===== src/rtl/serial_adder.sv =====
// serial_adder: digit-serial adder, DIGIT bits per clock, LSB digit first.
module serial_adder #(
    parameter int WIDTH = 8,
    parameter int DIGIT = 1
) (
    input  logic             clk,
    input  logic             rst_n,
    input  logic             start,
    input  logic [WIDTH-1:0] a,
    input  logic [WIDTH-1:0] b,
    input  logic             c_in,
    output logic             busy,
    output logic             done,
    output logic [WIDTH-1:0] sum,
    output logic             c_out
);
    localparam int N  = WIDTH / DIGIT;
    localparam int CW = N > 1 ? $clog2(N) : 1;

    typedef enum logic [1:0] {IDLE, RUN, DONE} state_t;

    state_t           state, state_nx;
    logic [WIDTH-1:0] a_r, b_r, acc, acc_nx;
    logic [CW-1:0]    cnt;
    logic             carry, c_nx, last;
    logic [DIGIT-1:0] dsum;

    assign last = cnt == CW'(N - 1);
    assign busy = state == RUN;
    assign done = state == DONE;

    always_comb begin
        dsum = '0;
        c_nx = carry;
        for (int i = 0; i < DIGIT; i++) begin
            dsum[i] = a_r[i] ^ b_r[i] ^ c_nx;
            c_nx    = (a_r[i] & b_r[i]) | (a_r[i] & c_nx) | (b_r[i] & c_nx);
        end
    end

    // each new digit enters at the top, so after N digits acc holds the full result
    assign acc_nx = (acc >> DIGIT) | (WIDTH'(dsum) << (WIDTH - DIGIT));

    always_comb begin
        state_nx = state == IDLE ? (start ? RUN : IDLE) :
                   state == RUN  ? (last ? DONE : RUN) : IDLE;
    end

    always_ff @(posedge clk or negedge rst_n) begin
        if (!rst_n) begin
            state <= IDLE;
            a_r   <= '0;
            b_r   <= '0;
            acc   <= '0;
            cnt   <= '0;
            carry <= 1'b0;
            sum   <= '0;
            c_out <= 1'b0;
        end else begin
            state <= state_nx;
            if (state == IDLE && start) begin
                a_r   <= a;
                b_r   <= b;
                carry <= c_in;
                cnt   <= '0;
            end else if (state == RUN) begin
                a_r   <= a_r >> DIGIT;
                b_r   <= b_r >> DIGIT;
                acc   <= acc_nx;
                carry <= c_nx;
                cnt   <= cnt + CW'(1);
                if (last) begin
                    sum   <= acc_nx;
                    c_out <= c_nx;
                end
            end
        end
    end
endmodule


===== config.mk =====
export PLATFORM = sky130hd
export DESIGN_NAME = serial_adder
export DESIGN_NICKNAME = d
export VERILOG_FILES = /design/src/rtl/serial_adder.sv
export SDC_FILE = /design/constraint.sdc
export NUM_CORES = 1
export LEC_CHECK = 0
export ABC_CLOCK_PERIOD_IN_PS = 1600
export CAP_MARGIN = 20
export CORE_ASPECT_RATIO = 0.9
export CORE_MARGIN = 2
export CORE_UTILIZATION = 30
export DETAILED_ROUTE_END_ITERATION = 6
export GPL_ROUTABILITY_DRIVEN = 0
export SLEW_MARGIN = 20
export SYNTH_ARGS = -nofsm -noshare
export SYNTH_HDL_FRONTEND = slang
export SYNTH_SLANG_ARGS = --single-unit

===== constraint.sdc =====
create_clock -name clk -period 1.6 [get_ports clk]
set_input_delay 0.32 -clock clk [delete_from_list [all_inputs] [get_ports clk]]
set_output_delay 0.32 -clock clk [all_outputs]
set_load 0.005 [all_outputs]

==> reports/results.txt, run 1 <==
Status = complete, no violations
Synth area leaders = dfrtp_1, o221a_2, or4b_1
DIE WIDTH = 83.7 µm
Gr usage total = 11.8%
Vias per inst = 5.06
Power Density = 1810 mW/mm²
Syn avg cell area = 14.9 µm²
CP Cell Sequence = ha_2, ha_2, nand3b_1, clkbuf_16, mux2_1
Max stage delay cell, worst path = dfrtp_1
Post-detail-place hpwl = 2390 µm
Sequential-to-total area share from yosys stat = 55.5%
Top cell type's share of synthesized area = 55.5%
Hold_ws = 0.0711 ns
CTS Hold Bufs = 0
Setup TNS = 0 ns
Num ports = 31
Number of global-route vias before repair = 1,160
Reg clk slew, reported paths = 0.07 ns
Post-synth EDFFs = 0
Layout cells sized above 1 = 30.8%
Drt pass-1 iters = 4
Layout Nets = 178
Leading area contributor after synthesis = dfrtp_1
Top-count cell post-synth = dfrtp_1
Cts bufs inserted = 5
Period minus WS final = 1.58 ns
WL per Instance = 16.3 µm
Antenna-violating nets left = 0
Clk network pwr share = 16.0%
Gr ovfl total = 0
F_max = 0.632 GHz
Lkg Pwr = 0.989 nW
Die Area = 0.00634 mm²
Drt drc = 0
RR Startpoint = cnt[0]
Core Region = 0.00560 mm²
Critical Path Sink Type = register
First-pass GRT wire length = 5700 µm
Async SR Flop Fraction = 100%
Period utilisation layout = 98.9%
Critical Path Stages = 5
Final setup fails = 0
RSZ-0062 raised after global routing = yes
Synthesis warning total = 0
Mapped Area = 0.00171 mm²
Worst-path maximum fanout = 5
P_int = 0.00293 W
CP Data Required Time = 1.78 ns
Slew @ Worst Pin = 0.471 ns
Combinational share of power = 42.8%
Ant diodes = 0
Clock Sinks = 38
Clk_lat worst skew = 0.29 ns
Switching share of power = 29.7%
CP bufs+invs = 1
Worst reg2reg endpoint = c_out
H-Tree Depth = 2
Startpoint Class = register
Starting density of the core = 30.6%
Post-synth top cells = dfrtp_1, or4b_1, o221a_2, mux2_1, buf_2
Mapped Cells = 115
Main synth FF type = dfrtp_1
Initial antenna violation count = 0
Via count = 1,143
Num rows = 26
I/O Buffers = 30
Setup slack, reg-to-reg = 0.02 ns
Critical path class = reg2reg
Largest net degree at the start of global routing = 39
TritonCTS clock tree = done
Crit path launch = cnt[0]
#FFs+latches synth = 38
Final Max Tran Viols = 0
Slew headroom = 68.6%
Top delay family on crit path = flip-flops
VDD IR max = 722 µV
WP data arrival = 1.76 ns
Critical Path Sink = c_out
CP most frequent cell = ha_2
Sum of routed wire length over all layers = 3670 µm
Clock Skew = 0.00602 ns
Reg power frac = 41.2%
CP max stage delay = 0.40 ns
DR iter-0 viols = 75
Max-cap violations = 0
Area delta synth->final = 34.6%
Syn_nets = 138
Final Hold Fails = 0
Max Root-Sink Buffers = 2
CTS root buf = clkbuf_8
Synth cell types = 25
Worst hold path type = in2async
Reg2reg path depth = 5
Die height = 75.7 µm
Psw = 0.00124 W
[cell usage in the layout, fill, tap and decap left out]
cell             Yosys  final
clkbuf_16            0      1
inv_1                1      1
ha_2                 0      2
inv_2                1      1
clkinv_2             0      1
fa_1                 1      1
nor3b_1              2      2
o21bai_1             1      1
a21oi_1              1      1
mux2i_1              1      1
nor2b_1              1      1
buf_2                5      1
nor4bb_1             2      2
buf_12               0      3
buf_8                0      1
clkbuf_1             2      1
dfrtp_1             38     38
nand2b_4             0      1
clkdlybuf4s50_1      0     27
or4b_1              15     15
a211o_1              2      2
buf_4                1      9
nand3b_1             1      1
clkbuf_8             0      6
a22o_1               2      2
o221a_2             14     14
mux2_4               4      8
dlygate4sd2_1        0      2
o221a_1              1      1
mux2_1              12      8
o21ba_1              1      1
[worst reg2reg max path, stage by stage (launching register included)]
cell	delay (ns)
dfrtp_1	0.40
ha_2	0.19
ha_2	0.17
nand3b_1	0.21
clkbuf_16	0.20
mux2_1	0.31
[layout make-up]
class / count / area, µm²
Fill cell: 526 / 3290
Timing Repair Buffer: 44 / 460
Clock buffer: 7 / 86.3
Sequential cell: 38 / 951
Inverter: 2 / 7.51
Multi-Input combinational cell: 64 / 709
Clock inverter: 1 / 5.00
Tap cell: 70 / 87.6
[sequential cells by signal (all words and copies together) (netlist names)]
register / flops
c_out: 1
state: 2
sum: 8
b_r: 8
a_r: 8
carry: 1
acc: 7
cnt: 3
[how the worst min path moves through the flow]
stage | endpoint | from
after floorplan | a_r[0] | rst_n
after global placement | sum[5] | rst_n
after detailed placement | sum[6] | rst_n
after CTS | sum[5] | rst_n
after global routing | acc[6] | rst_n
final | acc[6] | rst_n
[through the flow]
stage	worst slack, ns	power [W]	area (µm²)	cells	util [%]
2_1_floorplan	0.129	0.00273	1710	115	-
3_3_place_gp	-0.0948	0.00326	2130	213	38.0
3_5_place_dp	-0.116	0.00336	2130	213	38.0
4_1_cts	0.00239	0.00409	2250	225	40.3
5_1_grt	-0.0491	0.00446	2310	226	41.2
6_report	0.0180	0.00417	2310	226	41.2
[layer usage]
metal / vias to the layer above / GRT usage [%] / routed length, µm
met5: - / 0 / 0
met4: 0 / 4.84 / 42
met3: 4 / 3.58 / 135
met2: 22 / 19.3 / 1760
met1: 586 / 14.9 / 1740
li1: 531 / - / -
[cell families after synthesis]
kind of cell | count (synthesis) | share of synthesized area, %
buffers and inverters | 13 | 4.74
adder cells (fa/ha/maj) | 3 | 2.63
AO/OA/AOI/OAI | 22 | 13.2
flip-flops | 38 | 55.5
multiplexers | 17 | 12.0
AND/OR/NAND/NOR | 22 | 12.0
[timing repair]
item,in CTS,in global routing
hold endpoints to repair,0,0
pin swaps,0,0
setup endpoints to repair,2,11
cloned,0,1
buffers inserted,4,2
resized for setup,3,8
[power groups by stage]
stage	sequential (W)	clock, W	combinational, W
floorplan	0.00167	0	0.00106
global placement	0.00170	0	0.00156
detailed placement	0.00172	0	0.00163
CTS	0.00171	0.000689	0.00169
global route	0.00178	0.000731	0.00195
finish	0.00171	0.000668	0.00178
Note: power is estimated with default switching activity, not from simulation.
==> run 2, diff against run 1 <==
--- a/config.mk
+++ b/config.mk
@@ -5,13 +5,12 @@
 export SDC_FILE = /design/constraint.sdc
 export NUM_CORES = 1
 export LEC_CHECK = 0
-export ABC_CLOCK_PERIOD_IN_PS = 1600
+export ABC_CLOCK_PERIOD_IN_PS = 1700
 export CAP_MARGIN = 20
 export CORE_ASPECT_RATIO = 0.9
 export CORE_MARGIN = 2
 export CORE_UTILIZATION = 30
 export DETAILED_ROUTE_END_ITERATION = 6
-export GPL_ROUTABILITY_DRIVEN = 0
 export SLEW_MARGIN = 20
 export SYNTH_ARGS = -nofsm -noshare
 export SYNTH_HDL_FRONTEND = slang
==> constraint.sdc (replaced) <==
create_clock -name clk -period 1.7 [get_ports clk]
set_input_delay 0.34 -clock clk [delete_from_list [all_inputs] [get_ports clk]]
set_output_delay 0.34 -clock clk [all_outputs]
set_load 0.005 [all_outputs]
==> run 2 against run 1 <==
  * Clock power is 8.8% higher
  * Non-clock buffer count decreased by 2
  * Critical path type is now reg2out
  * Via count is 2.5% lower
  * Highest routed layer unchanged
==> reports/results.txt, run 2 (same netlist as run 1, synthesis figures left out) <==
Clock Sinks = 38 (unchanged)
Ant diodes = 0 (unchanged)
WL per Instance = 15.5 µm (-4.7%)
Period utilisation layout = 96.6%
Reg clk slew, reported paths = 0.07 ns (about the same)
Die Area = 0.00634 mm² (unchanged)
WL met2 = 1600 µm (-9.2%)
CTS root buf = clkbuf_8
Post-DP Area = 0.00213 mm² (+0.24%)
Max Root-Sink Buffers = 2 (unchanged)
Core Region = 0.00560 mm² (unchanged)
Gr ovfl total = 0 (unchanged)
Placed instance count = 212 (-0.47%)
Slew @ Worst Pin = 0.277 ns (-0.194 ns)
RSZ-0062 raised after global routing = no
Power Density = 1690 mW/mm² (-6.2%)
Num rows = 26 (unchanged)
Die height = 75.7 µm (unchanged)
Post-detail-place hpwl = 2260 µm (-5.2%)
Most common cell after layout, fill and taps aside = dfrtp_1
F_max = 0.609 GHz
Starting density of the core = 30.6% (unchanged)
Final Max Tran Viols = 0 (unchanged)
WL met3 = 118 µm (-13%)
TritonCTS clock tree = done
Lkg Pwr = 0.969 nW (-2.0%)
Drt drc = 0 (unchanged)
Layout Nets = 176 (-1.1%)
Critical Path Sink Type = output pin
Largest regs = a_r x8, b_r x8, sum x8
CP Data Required Time = 1.36 ns (-0.42 ns)
H-Tree Depth = 2 (unchanged)
Period minus WS final = 1.64 ns
Final worst slack = 0.0573 ns (+0.0393 ns)
DR iter-0 viols = 100 (+33%)
Num ports = 31 (unchanged)
I/O Buffers = 30 (unchanged)
Sum of routed wire length over all layers = 3470 µm (-5.6%)
Uppermost layer routed = met4
Number of global-route vias before repair = 1,103 (-4.9%)
Power Total = 0.00388 W (-7.0%)
Initial antenna violation count = 0 (unchanged)
WP data arrival = 1.30 ns (-0.46 ns)
Critical path class = reg2out
Place WS = -0.0413 ns (+0.0749 ns)
Cts bufs inserted = 5 (unchanged)
Clock Skew = 0.00417 ns (-0.00185 ns)
VDD IR max = 512 µV (-29%)
First-pass GRT wire length = 5750 µm (+0.84%)
M1 wire length = 1660 µm (-4.3%)
Layout cells sized above 1 = 27.3% (-3.5 points)
Clk_lat worst skew = 0.29 ns (about the same)
Via count = 1,114 (-2.5%)
Post-route cell area = 0.00229 mm² (-0.81%)
Startpoint Class = register
Worst-path maximum fanout = 2 (-3)
Final Hold Fails = 0 (unchanged)
Gr usage total = 12.1% (+0.36 points)
Final setup fails = 0 (unchanged)
Final cell count without fillers = 224 (-0.88%)
Status = complete, no violations
Drt pass-1 iters = 4 (unchanged)
Vias per inst = 4.97 (-1.7%)
Hold_ws = 0.485 ns (+0.413 ns)
Antenna-violating nets left = 0 (unchanged)
Worst hold path type = reg2reg
Max-cap violations = 0 (unchanged)
Final Wtd Congestion = 0.721
DIE WIDTH = 83.7 µm (unchanged)
Area delta synth->final = 33.5%
Commonest non-fill, non-tap cells in the layout = dfrtp_1, clkdlybuf4s50_1, or4b_1
Largest net degree at the start of global routing = 39 (unchanged)
Slew headroom = 81.5% (+13 points)
run 2: cell count changes in the layout (fill, tap and decap cells not counted), sizes merged:
cell / before / now
buf: 14 / 12
clkinv: 1 / 0
dlygate4sd3: 0 / 1
run 2: worst paths after layout:
path / start / endpoint / slack [ns] / depth (start not counted)
max in group asynchronous: rst_n / state[0] / 0.95 / 3
min in group asynchronous: rst_n / sum[3] / 0.53 / 3
worst min register to register: cnt[0] / cnt[0] / 0.48 / 1
worst max register to register: state[1] / a_r[4] / 0.16 / 5
worst min-delay path: cnt[0] / cnt[0] / 0.48 / 1
worst max-delay path: state[1] / done / 0.06 / 4
run 2: cell type report:
cell class / instances / area (µm²)
clock buffers: 8 / 110
fillers: 521 / 3310
inverters: 2 / 7.51
multi-input cells: 64 / 692
flip-flops and latches: 38 / 952
well taps: 70 / 87.6
repair buffers: 42 / 439
run 2: timing repair:
action,4_1_cts,5_1_grt
gates resized for setup,6,0
hold endpoints to repair,18,0
hold buffers,1,0
setup buffers,3,0
endpoints found under the setup margin,2,0
run 2: routing by layer:
metal	up-vias	GRT usage (%)
met3	7	3.25
met1	557	16.5
li1	533	-
met2	17	16.9
met5	-	0
met4	0	8.60
run 2: stage by stage:
step | TNS, ns | util, %
5_1_grt | 0 | 40.9
3_3_place_gp | -0.0362 | 38.1
4_1_cts | 0 | 40.9
2_1_floorplan | 0 | -
3_5_place_dp | -0.370 | 38.1
6_report | 0 | 40.9
run 2: critical path, stage by stage, from the launching register on:
cell           delay, ns
dfrtp_1             0.38
buf_4               0.14
buf_6               0.11
nor2b_2             0.14
dlygate4sd2_1       0.25
run 2: where the power goes:
part | switching [W] | internal (W)
logic | 0.000561 | 0.000983
clock network | 0.000317 | 0.000409
registers | 0.000261 | 0.00134
==> run 3, diff against run 2 <==
--- a/config.mk
+++ b/config.mk
@@ -5,7 +5,6 @@
 export SDC_FILE = /design/constraint.sdc
 export NUM_CORES = 1
 export LEC_CHECK = 0
-export ABC_CLOCK_PERIOD_IN_PS = 1700
 export CAP_MARGIN = 20
 export CORE_ASPECT_RATIO = 0.9
 export CORE_MARGIN = 2
==> results of run 3 <==
Final layout, timing and power as in run 2 (identical DEF).
==> RTL change (flow settings as in run 3) <==
Set the parameter `WIDTH` to 16 (it was 8).
--- a/src/rtl/serial_adder.sv
+++ b/src/rtl/serial_adder.sv
@@ -2,3 +2,3 @@
 module serial_adder #(
-    parameter int WIDTH = 8,
+    parameter int WIDTH = 16,
     parameter int DIGIT = 1
Interface: changed (resized a, b and sum); port bits go from 31 to 55. No check against the original RTL was run, so the function may have changed too.
==> RTL change against run 3 <==
  * Design area rose by 69%
  * Worst setup slack improved by 0.051 ns
  * Area after synthesis rose by 71%
  * First-iteration DRC count rose by 41%
  * Total power rose by 55%
  * Clock skew rose by 0.0066 ns
  * Sequential cell count rose by 33
  * Non-clock buffer count rose by 28
  * Routed wire length rose by 75%
==> RTL change: results (changes against run 3) <==
* Clk cell area share at 4.53% (was 4.81%)
* Final WL at 6.06 mm (was 3.47 mm)
* Vias in the first global route at 2,134 (was 1,103)
* Layout non-clock buf frac at 17.7% (was 19.2%)
* GP Congestion at 0.677 (was 0.721)
* Worst Hold Slack at 0.473 ns (was 0.485 ns)
* Synth top area cells: dfrtp_1 (61%), nand2_1 (15%), a22oi_1 (7.9%) (was dfrtp_1 (55%), o221a_2 (9.2%), or4b_1 (8.8%))
* Placement Cell Area at 0.00365 mm^2 (was 0.00213 mm^2)
* Sink Count at 71 (was 38)
* Clock buf count at 11 (was 8)
* Slowest cell on the critical path: dfrtp_2 (was dfrtp_1)
* Multi-input logic portion of the cell area at 27.6% (was 30.2%)
* Gr usage total at 12.8% (was 12.1%)
* Largest net degree at the start of global routing at 51 (was 39)
* Endpoint, Worst Hold: b_r[1] (was cnt[0])
* Max_slew headroom at 63.6% (was 81.5%)
* Worst reg2reg startpoint: cnt[0] (was state[1])
* Port Buffer Count at 54 (was 30)
* Finished Layout Cells at 467 (was 224)
* P_leak at 0.00188 uW (was 0.000969 uW)
* Met3 WL post-DR at 337 um (was 118 um)
* CTS H-tree depth at 3 (was 2)
* Status: finished, final reports clean (unchanged)
* Multi-In Gates at 182 (was 64)
* Worst hold stages at 2 (was 1)
* Post-cts repair resize count at 5 (was 6)
* Fill cells at 954 (was 521)
* Number of non-clock buffers in the layout at 70 (was 42)
* First-pass GRT wire length at 10.5 mm (was 5.75 mm)
* Seq/Total Area, Yosys at 60.6% (was 55.5%)
* Avg Inst Size Synth at 10.9 um^2 (was 14.9 um^2)
* Synth top cells by count: nand2_1 (115), dfrtp_1 (71), a22oi_1 (31) (was dfrtp_1 (38), or4b_1 (15), o221a_2 (14))
* Area Growth Syn to Fin at 31.9% (was 33.5%)
* Largest registers: a_r: 16 flops, b_r: 16 flops, sum: 16 flops (was a_r: 8 flops, b_r: 8 flops, sum: 8 flops)
* WL met2 at 2.80 mm (was 1.60 mm)
* Sw frac at 33.9% (was 29.4%)
* Vias/cell at 4.51 (was 4.97)
* Max FO, Critical Path at 3 (was 2)
* Synth cell types at 24 (was 25)
* Synthesized Nets at 308 (was 138)
RTL change: cell count changes in the layout (fill, tap and decap cells not counted), moves of 4 or more:
| cell | before | now |
|---|---|---|
| mux2_1 | 12 | 0 |
| o221a_2 | 14 | 0 |
| mux2_2 | 0 | 8 |
| nand2_1 | 0 | 115 |
| a22oi_1 | 0 | 31 |
| o21ai_0 | 0 | 4 |
| dfrtp_1 | 37 | 70 |
| clkdlybuf4s50_1 | 27 | 51 |
| or4b_1 | 15 | 0 |
| mux2_4 | 4 | 9 |
| buf_4 | 6 | 14 |
RTL change: how the worst max path moves through the flow:
stage | startpoint | cells past startpoint | end
2_1_floorplan | cnt[0] | 5 | sum[10]
3_3_place_gp | start | 5 | a_r[1]
3_5_place_dp | start | 5 | b_r[7]
4_1_cts | state[0] | 4 | busy
5_1_grt | cnt[0] | 5 | sum[0]
6_report | state[0] | 4 | busy
RTL change: kinds of logic after synthesis:
logic type               share of synthesized area (%)
adder cells (fa/ha/maj)                           1.11
AO/OA/AOI/OAI                                     10.0
buffers and inverters                             3.50
AND/OR/NAND/NOR                                   17.1
multiplexers                                      7.68
flip-flops                                        60.6
RTL change: through the flow:
step                      setup WS (ns)  total power (uW)
final                             0.109              6000
after global routing             0.0260              6530
after CTS                        0.0842              6100
after detailed placement          0.108              4830
after global placement            0.137              4730
after floorplan                   0.221              4010
RTL change: critical path: cells and delay by family (launching register included):
kind          cells  cell delay (ns)
buf+inv           3             0.44
simple gates      1             0.07
flops             1             0.41
RTL change: power by group through the flow:
stage          Sequential (uW)  Clock, uW  Combinational, uW
2_1_floorplan             2690          0               1310
3_3_place_gp              2750          0               1970
6_report                  2730       1190               2070
4_1_cts                   2740       1240               2110
5_1_grt                   2830       1340               2360
3_5_place_dp              2780          0               2050
